**config.mk**
```make
export PLATFORM = sky130hd
export DESIGN_NAME = wb_mem_responder_flat
export DESIGN_NICKNAME = d
export VERILOG_FILES = /design/src/rtl/wb_pkg_hdl.sv /design/src/rtl/wb_if.sv /design/src/rtl/wb_byte_ram.sv /design/src/rtl/wb_mem_responder.sv /design/src/flat_wrapper.sv
export SDC_FILE = /design/constraint.sdc
export NUM_CORES = 1
export LEC_CHECK = 0
export CAP_MARGIN = 15
export CORE_ASPECT_RATIO = 1.75
export CORE_UTILIZATION = 29
export CTS_BUF_LIST = sky130_fd_sc_hd__clkbuf_8
export DETAILED_ROUTE_END_ITERATION = 8
export GPL_TIMING_DRIVEN = 0
export MAX_ROUTING_LAYER = met4
export PLACE_DENSITY_LB_ADDON = 0.08
export SLEW_MARGIN = 20
export SYNTH_ARGS = -nofsm -noshare
export SYNTH_HDL_FRONTEND = slang
export SYNTH_SLANG_ARGS = --single-unit
```
**constraint.sdc**
```tcl
create_clock -name clk -period 2.21 [get_ports clk]
set_input_delay 0.3315 -clock clk [delete_from_list [all_inputs] [get_ports clk]]
set_output_delay 0.3315 -clock clk [all_outputs]
set_load 0.03 [all_outputs]
```
**src/rtl/wb_pkg_hdl.sv**
```systemverilog
// Shared types for the Wibhbone memory responder: FSM states, termination status
// and the wait-state counter width.
package wb_pkg_hdl;

   localparam int unsigned WB_RESP_CNT_W = 4;

   typedef enum logic [1:0] {
      WB_RESP_IDLE,
      WB_RESP_WAIT,
      WB_RESP_TERM
   } wb_resp_state_t;

   typedef enum logic [1:0] {
      WB_RESP_OK,
      WB_RESP_ERR,
      WB_RESP_RTY
   } wb_resp_status_t;

   // Busy outranks a bad address: a busy slave retries without decoding.
   function automatic wb_resp_status_t wb_resp_classify(input logic busy,
                                                         input logic in_range);
      if (busy) begin
         return WB_RESP_RTY;
      end
      if (!in_range) begin
         return WB_RESP_ERR;
      end
      return WB_RESP_OK;
   endfunction

endpackage

```
**src/rtl/wb_if.sv**
```systemverilog
// Wishbone classic-cycle bus bundle between an initiator and a slave.
interface wb_if #(
   parameter int unsigned WB_ADDR_WIDTH = 32,
   parameter int unsigned WB_DATA_WIDTH = 16
);

   localparam int unsigned SEL_W = WB_DATA_WIDTH / 8;

   logic                     cyc;
   logic                     stb;
   logic [WB_ADDR_WIDTH-1:0] adr;
   logic                     we;
   logic [SEL_W-1:0]         sel;
   logic [WB_DATA_WIDTH-1:0] dout;
   logic [WB_DATA_WIDTH-1:0] din;
   logic                     ack;
   logic                     err;
   logic                     rty;

   modport master (
      output cyc, stb, adr, we, sel, dout,
      input  din, ack, err, rty
   );

   modport slave (
      input  cyc, stb, adr, we, sel, dout,
      output din, ack, err, rty
   );

endinterface

```
**src/rtl/wb_byte_ram.sv**
```systemverilog
// Word array with per-byte write enables, registered read and synchronous clear.
module wb_byte_ram #(
   parameter int unsigned DEPTH         = 16,
   parameter int unsigned WB_DATA_WIDTH = 16
) (
   input  logic                       clk,
   input  logic                       rst,
   input  logic                       wr_en,
   input  logic                       rd_en,
   input  logic [$clog2(DEPTH)-1:0]   addr,
   input  logic [WB_DATA_WIDTH/8-1:0] sel,
   input  logic [WB_DATA_WIDTH-1:0]   wdata,
   output logic [WB_DATA_WIDTH-1:0]   rdata
);

   localparam int unsigned SEL_W = WB_DATA_WIDTH / 8;

   logic [WB_DATA_WIDTH-1:0] mem [DEPTH];
   logic [WB_DATA_WIDTH-1:0] rdata_q;

   // Array update: whole-array clear on reset, otherwise byte-masked write.
   always_ff @(posedge clk) begin
      if (rst) begin
         for (int unsigned i = 0; i < DEPTH; i++) begin
            mem[i] <= '0;
         end
      end else if (wr_en) begin
         for (int unsigned b = 0; b < SEL_W; b++) begin
            if (sel[b]) begin
               mem[addr][8*b +: 8] <= wdata[8*b +: 8];
            end
         end
      end
   end

   // Read register returns zero whenever no read is requested.
   always_ff @(posedge clk) begin
      if (rst) begin
         rdata_q <= '0;
      end else begin
         rdata_q <= rd_en ? mem[addr] : '0;
      end
   end

   assign rdata = rdata_q;

endmodule

```
**src/rtl/wb_mem_responder.sv**
```systemverilog
// Wishbone classic slave terminating each access with one ack/err/rty pulse,
// backed by a byte-writable word array.
module wb_mem_responder
   import wb_pkg_hdl::*;
#(
   parameter int unsigned              WB_ADDR_WIDTH = 32,
   parameter int unsigned              WB_DATA_WIDTH = 16,
   parameter int unsigned              DEPTH         = 16,
   parameter logic [WB_ADDR_WIDTH-1:0] BASE_ADDR     = '0,
   parameter int unsigned              WAIT_CYCLES   = 0
) (
   input logic clk,
   input logic rst,
   input logic busy,
   wb_if.slave bus
);

   localparam int unsigned SEL_W   = WB_DATA_WIDTH / 8;
   localparam int unsigned BYTE_SH = $clog2(SEL_W);
   localparam int unsigned IDX_W   = $clog2(DEPTH);

   wb_resp_state_t           state_q;
   wb_resp_state_t           state_d;
   logic [WB_RESP_CNT_W-1:0] cnt_q;
   logic [WB_RESP_CNT_W-1:0] cnt_d;
   logic                     accept_c;

   logic [IDX_W-1:0]         idx_q;
   logic                     we_q;
   logic [SEL_W-1:0]         sel_q;
   logic [WB_DATA_WIDTH-1:0] dat_q;
   wb_resp_status_t          status_q;

   logic [WB_ADDR_WIDTH-1:0] off_c;
   logic [WB_ADDR_WIDTH-1:0] word_c;
   logic                     in_range_c;
   wb_resp_status_t          live_status_c;

   logic [IDX_W-1:0]         req_idx_c;
   logic                     req_we_c;
   logic [SEL_W-1:0]         req_sel_c;
   logic [WB_DATA_WIDTH-1:0] req_dat_c;
   wb_resp_status_t          req_status_c;

   logic                     wr_en_c;
   logic                     rd_en_c;
   logic                     ack_q;
   logic                     err_q;
   logic                     rty_q;
   logic [WB_DATA_WIDTH-1:0] rd_data;

   // Address decode; byte-offset bits drop out of the word index.
   assign off_c         = bus.adr - BASE_ADDR;
   assign word_c        = off_c >> BYTE_SH;
   assign in_range_c    = (bus.adr >= BASE_ADDR) && (word_c < WB_ADDR_WIDTH'(DEPTH));
   assign live_status_c = wb_resp_classify(busy, in_range_c);

   // Live bus fields while idle, captured fields once a transfer is accepted.
   always_comb begin
      req_idx_c    = idx_q;
      req_we_c     = we_q;
      req_sel_c    = sel_q;
      req_dat_c    = dat_q;
      req_status_c = status_q;
      if (state_q == WB_RESP_IDLE) begin
         req_idx_c    = word_c[IDX_W-1:0];
         req_we_c     = bus.we;
         req_sel_c    = bus.sel;
         req_dat_c    = bus.dout;
         req_status_c = live_status_c;
      end
   end

   // State and wait counter register.
   always_ff @(posedge clk) begin
      if (rst) begin
         state_q <= WB_RESP_IDLE;
         cnt_q   <= '0;
      end else begin
         state_q <= state_d;
         cnt_q   <= cnt_d;
      end
   end

   // Next-state: accept, count wait states (abort when cyc drops), terminate once.
   always_comb begin
      state_d  = state_q;
      cnt_d    = cnt_q;
      accept_c = 1'b0;
      unique case (state_q)
         WB_RESP_IDLE: begin
            if (bus.cyc && bus.stb) begin
               accept_c = 1'b1;
               if (WAIT_CYCLES == 0) begin
                  state_d = WB_RESP_TERM;
               end else begin
                  state_d = WB_RESP_WAIT;
                  cnt_d   = WB_RESP_CNT_W'(WAIT_CYCLES - 1);
               end
            end
         end
         WB_RESP_WAIT: begin
            if (!bus.cyc) begin
               state_d = WB_RESP_IDLE;
               cnt_d   = '0;
            end else if (cnt_q == '0) begin
               state_d = WB_RESP_TERM;
            end else begin
               cnt_d = cnt_q - WB_RESP_CNT_W'(1);
            end
         end
         WB_RESP_TERM: begin
            state_d = WB_RESP_IDLE;
         end
         default: begin
            state_d = WB_RESP_IDLE;
            cnt_d   = '0;
         end
      endcase
   end

   // Capture the request at acceptance so later bus changes are ignored.
   always_ff @(posedge clk) begin
      if (rst) begin
         idx_q    <= '0;
         we_q     <= 1'b0;
         sel_q    <= '0;
         dat_q    <= '0;
         status_q <= WB_RESP_OK;
      end else if (accept_c) begin
         idx_q    <= req_idx_c;
         we_q     <= req_we_c;
         sel_q    <= req_sel_c;
         dat_q    <= req_dat_c;
         status_q <= req_status_c;
      end
   end

   // Writes commit on the edge entering TERM; reads launch from TERM so data
   // lines up with the registered termination pulse.
   assign wr_en_c = (state_d == WB_RESP_TERM) && (state_q != WB_RESP_TERM) &&
                    req_we_c && (req_status_c == WB_RESP_OK);
   assign rd_en_c = (state_q == WB_RESP_TERM) && !we_q && (status_q == WB_RESP_OK);

   // Termination pulse registers, one cycle per TERM visit.
   always_ff @(posedge clk) begin
      if (rst) begin
         ack_q <= 1'b0;
         err_q <= 1'b0;
         rty_q <= 1'b0;
      end else begin
         ack_q <= (state_q == WB_RESP_TERM) && (status_q == WB_RESP_OK);
         err_q <= (state_q == WB_RESP_TERM) && (status_q == WB_RESP_ERR);
         rty_q <= (state_q == WB_RESP_TERM) && (status_q == WB_RESP_RTY);
      end
   end

   wb_byte_ram #(
      .DEPTH         (DEPTH),
      .WB_DATA_WIDTH (WB_DATA_WIDTH)
   ) u_ram (
      .clk   (clk),
      .rst   (rst),
      .wr_en (wr_en_c),
      .rd_en (rd_en_c),
      .addr  (req_idx_c),
      .sel   (req_sel_c),
      .wdata (req_dat_c),
      .rdata (rd_data)
   );

   assign bus.ack = ack_q;
   assign bus.err = err_q;
   assign bus.rty = rty_q;
   assign bus.din = rd_data;

endmodule

```
**src/flat_wrapper.sv**
```systemverilog
// flat-port wrapper written by rule: the top's interface ports become plain ports
module wb_mem_responder_flat import wb_pkg_hdl::*;
#(
   parameter int unsigned              WB_ADDR_WIDTH = 32,
   parameter int unsigned              WB_DATA_WIDTH = 16,
   parameter int unsigned              DEPTH         = 16,
   parameter logic [WB_ADDR_WIDTH-1:0] BASE_ADDR     = '0,
   parameter int unsigned              WAIT_CYCLES   = 0
)
  (clk, rst, busy, bus_cyc, bus_stb, bus_adr, bus_we, bus_sel, bus_dout, bus_din, bus_ack, bus_err, bus_rty);
  wb_if #(.WB_ADDR_WIDTH(WB_ADDR_WIDTH), .WB_DATA_WIDTH(WB_DATA_WIDTH)) bus_i ();
  input logic clk;
  input logic rst;
  input logic busy;
  input wire logic [$bits(bus_i.cyc)-1:0] bus_cyc;
  input wire logic [$bits(bus_i.stb)-1:0] bus_stb;
  input wire logic [$bits(bus_i.adr)-1:0] bus_adr;
  input wire logic [$bits(bus_i.we)-1:0] bus_we;
  input wire logic [$bits(bus_i.sel)-1:0] bus_sel;
  input wire logic [$bits(bus_i.dout)-1:0] bus_dout;
  output wire logic [$bits(bus_i.din)-1:0] bus_din;
  output wire logic [$bits(bus_i.ack)-1:0] bus_ack;
  output wire logic [$bits(bus_i.err)-1:0] bus_err;
  output wire logic [$bits(bus_i.rty)-1:0] bus_rty;
  assign bus_i.cyc = bus_cyc;
  assign bus_i.stb = bus_stb;
  assign bus_i.adr = bus_adr;
  assign bus_i.we = bus_we;
  assign bus_i.sel = bus_sel;
  assign bus_i.dout = bus_dout;
  assign bus_din = bus_i.din;
  assign bus_ack = bus_i.ack;
  assign bus_err = bus_i.err;
  assign bus_rty = bus_i.rty;
  wb_mem_responder #(.WB_ADDR_WIDTH(WB_ADDR_WIDTH), .WB_DATA_WIDTH(WB_DATA_WIDTH), .DEPTH(DEPTH), .BASE_ADDR(BASE_ADDR), .WAIT_CYCLES(WAIT_CYCLES)) u_core (.clk(clk), .rst(rst), .busy(busy), .bus(bus_i));
endmodule
```
==> impl_metrics.yaml <==
drt:
  num_vias: 11010
  wl_met3_um: 2115
  wirelength_um: 59070
  avgRoutedWirePerCell_um: 28.05
  wl_met1_um: 19260
  vias_per_cell: 5.226
  dr.pass1.iters: 6
  drtIter0Drc: 675
  met2RoutedLength_um: 32650
  top_layer_used: "met4"
  ant_nets: 0
  remaining_drc_errors: 0
cells_and_area:
  n_fill_cell: 4390
  final_area_um2: 21500
  drive_gt1_frac: 0.4413
  fin_nets: 1480
  final_common_cell: "edfxtp_1"
  final_cell_mix: "edfxtp_1, nand2_1, nor3_1, mux2i_1, clkdlybuf4s50_1"
  area_growth_syn_to_layout_pct: 52.58
  fin_util: 0.4490
synthesis:
  syn-num-nets: 1264
  synth.distinct_cells: 49
  async_reset_ff_frac: 0
  yosysTopAreaCellShare: 0.5456
  synth_cells: 1206
  synth_seq_area_share: 0.6167
  ys_warn_count: 0
  synth_edf_count: 256
  synth-main-ff-cell: "edfxtp_1"
  synth-seq-cells: 306
  yosysTopAreaCell: "edfxtp_1"
  syn-cell-area_um2: 14090
  ys_top_cells_by_area: "edfxtp_1, mux2i_1, dfxtp_1"
  syn_area_per_cell_um2: 11.68
floorplan:
  rows: 106
  num_io_pins: 75
  die_w_um: 168.6
  core_area_um2: 47880
  dieArea_um2: 49500
  die_h_um: 293.6
  initial_core_util: 0.2943
clocking:
  path_clk_slew_ns: 0.07
  clkLatencyLatePin_ns: 0.60
  clockRootBuffer: "clkbuf_8"
  cts_tree: "built"
  numCtsBuffers: 49
  htreeDepth: 2
  ctsLongestPathBuffers: 3
  cts_hold_buf: 0
  cts_sinks: 306
sta:
  finalHoldViolations: 0
  finalSetupTns_ns: -31.24
  fmax_ghz: 0.4263
  worst_slew_pin_slew_ns: 0.8467
  rsz0062_at_grt: "true"
  skew_ns: 0.02835
  min_period_ns: 2.346
  setup_viol: 386
  slew_headroom: 0.4355
  drv_slew: 0
  hold_ws_ns: 0.3828
  fin_crit_sh: 1.062
  worst_slack_ns: -0.1360
critical_path:
  r2r-end: "u_core.u_ram.rdata[0]$_SDFF_PP0_"
  crit_path_end_kind: "flop"
  cp-start-kind: "flop"
  reg2reg_slack_ns: -0.14
  reg2reg_depth: 7
  path_max_fanout: 10
  crit_type: "reg -> reg"
  required_ns: 2.70
  worstReg2RegStart: "u_core.state_q[1]$_SDFF_PP0_"
  critical_path_arrival_ns: 2.83
power_and_ir_drop:
  powerDensity_nw_per_um2: 625.2
  irDropWorstVdd_mv: 0.4484
  total_power_uw: 13440
  p_leak_uw: 0.007528
min_path:
  hold_depth: 3
  holdPathEnd: "u_core.we_q$_SDFFE_PP0P_"
  hold_start: "bus_we"
  hold_path_class: "in -> reg"
global_route:
  grt_first_pass_wirelength_um: 79830
  grt_pass1_vias: 11530
  grt_antenna_before_repair: 1
  track_usage: 0.2385
  grt_remaining_overflow: 0
  grt_max_degree: 12
job:
  max_cap_viol_count: 0
outcome:
  violations: "negative setup slack"
  status: "finished, violations left"
placement:
  gp_congestion: 0.9235
  placed_area_um2: 15730
  dp_hpwl_um: 41110
  portBuffers: 73
==> how the worst max path moves through the flow <==
stage | start | endpoint | slack, ns | depth (start not counted)
global route | u_core.state_q[0]$_SDFF_PP0_ | u_core.u_ram.mem[4][2]$_SDFFCE_PN0P_ | -0.16 | 9
CTS | u_core.state_q[1]$_SDFF_PP0_ | u_core.u_ram.mem[15][15]$_SDFFCE_PN0P_ | -0.20 | 10
floorplan | u_core.state_q[1]$_SDFF_PP0_ | u_core.u_ram.mem[4][0]$_SDFFCE_PN0P_ | -0.08 | 8
global placement | rst | u_core.u_ram.rdata[1]$_SDFF_PP0_ | -1.42 | 6
finish | u_core.state_q[1]$_SDFF_PP0_ | u_core.u_ram.rdata[0]$_SDFF_PP0_ | -0.14 | 7
detailed placement | bus_adr[31] | u_core.u_ram.mem[6][8]$_SDFFCE_PN0P_ | -1.43 | 7
==> state kept, by name (all words and copies together), names as in the netlist <==
| signal | count |
|---|---|
| u_core.u_ram.mem | 256 |
| u_core.dat_q | 16 |
| u_core.u_ram.rdata | 16 |
| u_core.cnt_q | 4 |
| u_core.idx_q | 4 |
| u_core.sel_q | 2 |
| u_core.state_q | 2 |
| u_core.status_q | 2 |
| u_core.bus.ack | 1 |
| u_core.bus.err | 1 |
| u_core.bus.rty | 1 |
| u_core.we_q | 1 |
==> per-stage QoR <==
| step | instances | worst slack [ns] |
|---|---|---|
| 3_5_place_dp | 1928 | -1.430 |
| 3_3_place_gp | 1927 | -1.420 |
| 6_report | 2106 | -0.1360 |
| 4_1_cts | 2077 | -0.1963 |
| 2_1_floorplan | 1206 | -0.08313 |
| 5_1_grt | 2106 | -0.1597 |
==> synth_stat cells (3+ instances only) <==
cell type and n:
a21oi_1 9, a31o_2 32, and2_1 8, buf_1 9, buf_2 33, buf_4 3
buf_6 6, clkbuf_1 39, dfxtp_1 50, edfxtp_1 256, inv_1 3, mux2i_1 130
nand2_1 167, nand2b_1 3, nand4_1 4, nor2_1 144, nor2_2 3, nor3_1 143
nor3_2 37, nor3b_1 3, nor4_1 7, o21ai_0 5, o22ai_1 64, o41a_1 16
==> critical path: stages, from the launching register on <==
cell	delay (ns)
dfxtp_4	0.39
buf_6	0.14
or4b_4	0.54
o21ai_4	0.17
nand2_4	0.18
buf_12	0.21
o22ai_4	0.28
o41a_1	0.32
==> cell type report <==
| class | count | area [um2] | area share |
|---|---|---|---|
| Multi-Input combinational cell | 809 | 7838 | 0.3646 |
| Tap cell | 648 | 810.8 | 0.03772 |
| Sequential cell | 306 | 8696 | 0.4045 |
| Clock inverter | 31 | 148.9 | 0.006927 |
| Buffer | 88 | 1212 | 0.05640 |
| Antenna cell | 1 | 2.502 | 0.0001164 |
| Timing Repair Buffer | 165 | 2019 | 0.09395 |
| Clock buffer | 55 | 757.0 | 0.03522 |
| Inverter | 3 | 11.26 | 0.0005239 |
==> per-layer routing <==
| metal | global-route usage | up-vias |
|---|---|---|
| li1 | - | 4970 |
| met1 | 0.2184 | 5470 |
| met2 | 0.4526 | 385 |
| met3 | 0.02784 | 181 |
| met4 | 0.1681 | 0 |
| met5 | - | - |
==> timing repair <==
item                                   4_1_cts  5_1_grt
pin swaps                                   57      114
cloned                                       8       20
setup endpoints to repair                  542      524
resized for setup                          466      390
endpoints found under the hold margin        0        0
buffers inserted                            56       15
==> logic make-up after synthesis <==
group           Yosys count  share of synthesized area
flops                   306                     0.6167
simple gates            537                     0.1837
compound gates          135                    0.07123
mux                     133                    0.09494
fa+ha+maj                 2                   0.001776
buf+inv                  93                    0.03170
==> where the power goes <==
part	leakage, uW	internal [uW]	switching [uW]	total (uW)
clock network	0.000517	2380	2340	4720
logic	0.00400	836	1350	2180
registers	0.00301	6440	103	6540
No activity file was read; power rests on OpenSTA's default activity.
==> RTL edit (same flow settings) <==
Encoding of `wb_resp_state_t`: now one-hot (3 bits for 3 states).
--- a/src/rtl/wb_pkg_hdl.sv
+++ b/src/rtl/wb_pkg_hdl.sv
@@ -4,10 +4,10 @@
 
    localparam int unsigned WB_RESP_CNT_W = 4;
 
-   typedef enum logic [1:0] {
-      WB_RESP_IDLE,
-      WB_RESP_WAIT,
-      WB_RESP_TERM
+   typedef enum logic [2:0] {
+      WB_RESP_IDLE = 3'b001,
+      WB_RESP_WAIT = 3'b010,
+      WB_RESP_TERM = 3'b100
    } wb_resp_state_t;
 
    typedef enum logic [1:0] {
Check against the original RTL: no difference found for any inputs over 4 cycles, from zero or initial values and one cycle with rst high; so few cycles prove little.
==> RTL edit against the original RTL <==
  * The flow still finishes with violations (negative setup slack)
  * Global-route usage is 0.56 points higher
  * Setup slack got worse by 0.25 ns
  * Synthesized area increased by 8.0%
  * Routed wire length is 10% higher
  * Fmax decreased by 9.7%
  * Sequential power barely moved
  * First-iteration DRC count up 10%
  * Sequential share of layout area fell by 2.5 points
  * Die area grew 7.9%
  * Total power up 3.6%
  * Sequential cell count grew 1
  * Core utilization down 0.39 points
  * Final area is 6.9% higher
==> RTL edit: results <==
metrics = {
    "outcome": {
        "status": "finished with violations",
        "violations": "negative setup slack",
    },
    "yosys": {
        "synth_xor_area_frac": 0.001728,
        "yosys-top-cells-area": "edfxtp_1 (51%), dfxtp_1 (6.7%), nor2_1 (6.7%)",
        "synth_fa_ha_area_frac": 0.001645,
        "synth_compound_area_frac": 0.1202,
        "syn_nets": 1551,
        "synth.mux.area_fraction": 0.06260,
    },
    "sta": {
        "skew_ns": 0.03487,
        "finalSetupViolations": 529,
        "relSlewSlack": 0.3733,
        "timing.final.ws_setup_ns": -0.3883,
        "min_period_over_period": 1.176,
        "finalSetupTns_ns": -111.38,
    },
    "setup_path": {
        "critPathTopFamily": "simple AND/OR/NAND/NOR gates",
        "cp_slowest_cell": "or3b_4",
        "crit_path_max_fanout": 8,
    },
    "power_and_ir_drop": {
        "ir_drop_uv": 437.6,
    },
    "global_routing": {
        "grtUsageTotal": 0.2440,
    },
    "placed_design": {
        "post-dp-hpwl_um": 45060,
        "numPortBuffers": 71,
        "gp_congestion": 0.8468,
    },
    "drt": {
        "first_pass_iters": 5,
        "vias": 12975,
    },
    "clock_tree": {
        "cts_buffers": 48,
    },
}
RTL edit: cell type report:
type,instances,area share
inverters,5,0.0008171
multi-input cells,1069,0.3393
clock inverters,40,0.01073
plain buffers,107,0.05333
repair buffers,255,0.1496
clock buffers,50,0.02996
flip-flops and latches,307,0.3795
well taps,672,0.03661
diodes,1,0.0001089
RTL edit: repair_timing:
action	4_1_cts	5_1_grt
resized for setup	313	358
hold endpoints to repair	0	0
pin swaps	90	156
buffers inserted	108	55
gates cloned	14	11
hold buffers	0	0
endpoints found under the setup margin	533	541
RTL edit: path summary, 6_finish.rpt:
check / slack, ns / startpoint / cells after the start / end
worst max-delay path: -0.39 / u_core.state_q[1]$_SDFF_PP0_ / 10 / u_core.u_ram.mem[2][0]$_SDFFCE_PN0P_
worst min-delay path: 0.15 / rst / 2 / u_core.idx_q[3]$_SDFFE_PP0P_
worst max register to register: -0.39 / u_core.state_q[1]$_SDFF_PP0_ / 10 / u_core.u_ram.mem[2][0]$_SDFFCE_PN0P_
worst min register to register: 0.45 / u_core.dat_q[12]$_SDFFE_PP0P_ / 2 / u_core.dat_q[12]$_SDFFE_PP0P_
RTL edit: report_power, final:
part,switching (mW),internal (mW),leakage (nW)
Sequential,0.0982,6.44,3.05
Clock,2.44,2.46,0.540
Combinational,1.43,1.06,4.22
Total,3.97,9.96,7.81
RTL edit: through the flow:
step	cells	util	power, mW
floorplan	1493	-	7.571
global placement	2236	0.3305	8.252
detailed placement	2237	0.3310	8.268
CTS	2447	0.4064	13.74
global route	2506	0.4450	14.34
finish	2506	0.4450	13.92
RTL edit: layer usage:
layer / share of wire / GRT usage / wire length [µm]
met1: 0.33 / 0.2334 / 21510
met2: 0.56 / 0.4603 / 36270
met3: 0.040 / 0.02769 / 2612
met4: 0.075 / 0.1478 / 4868
met5: 0 / - / 0
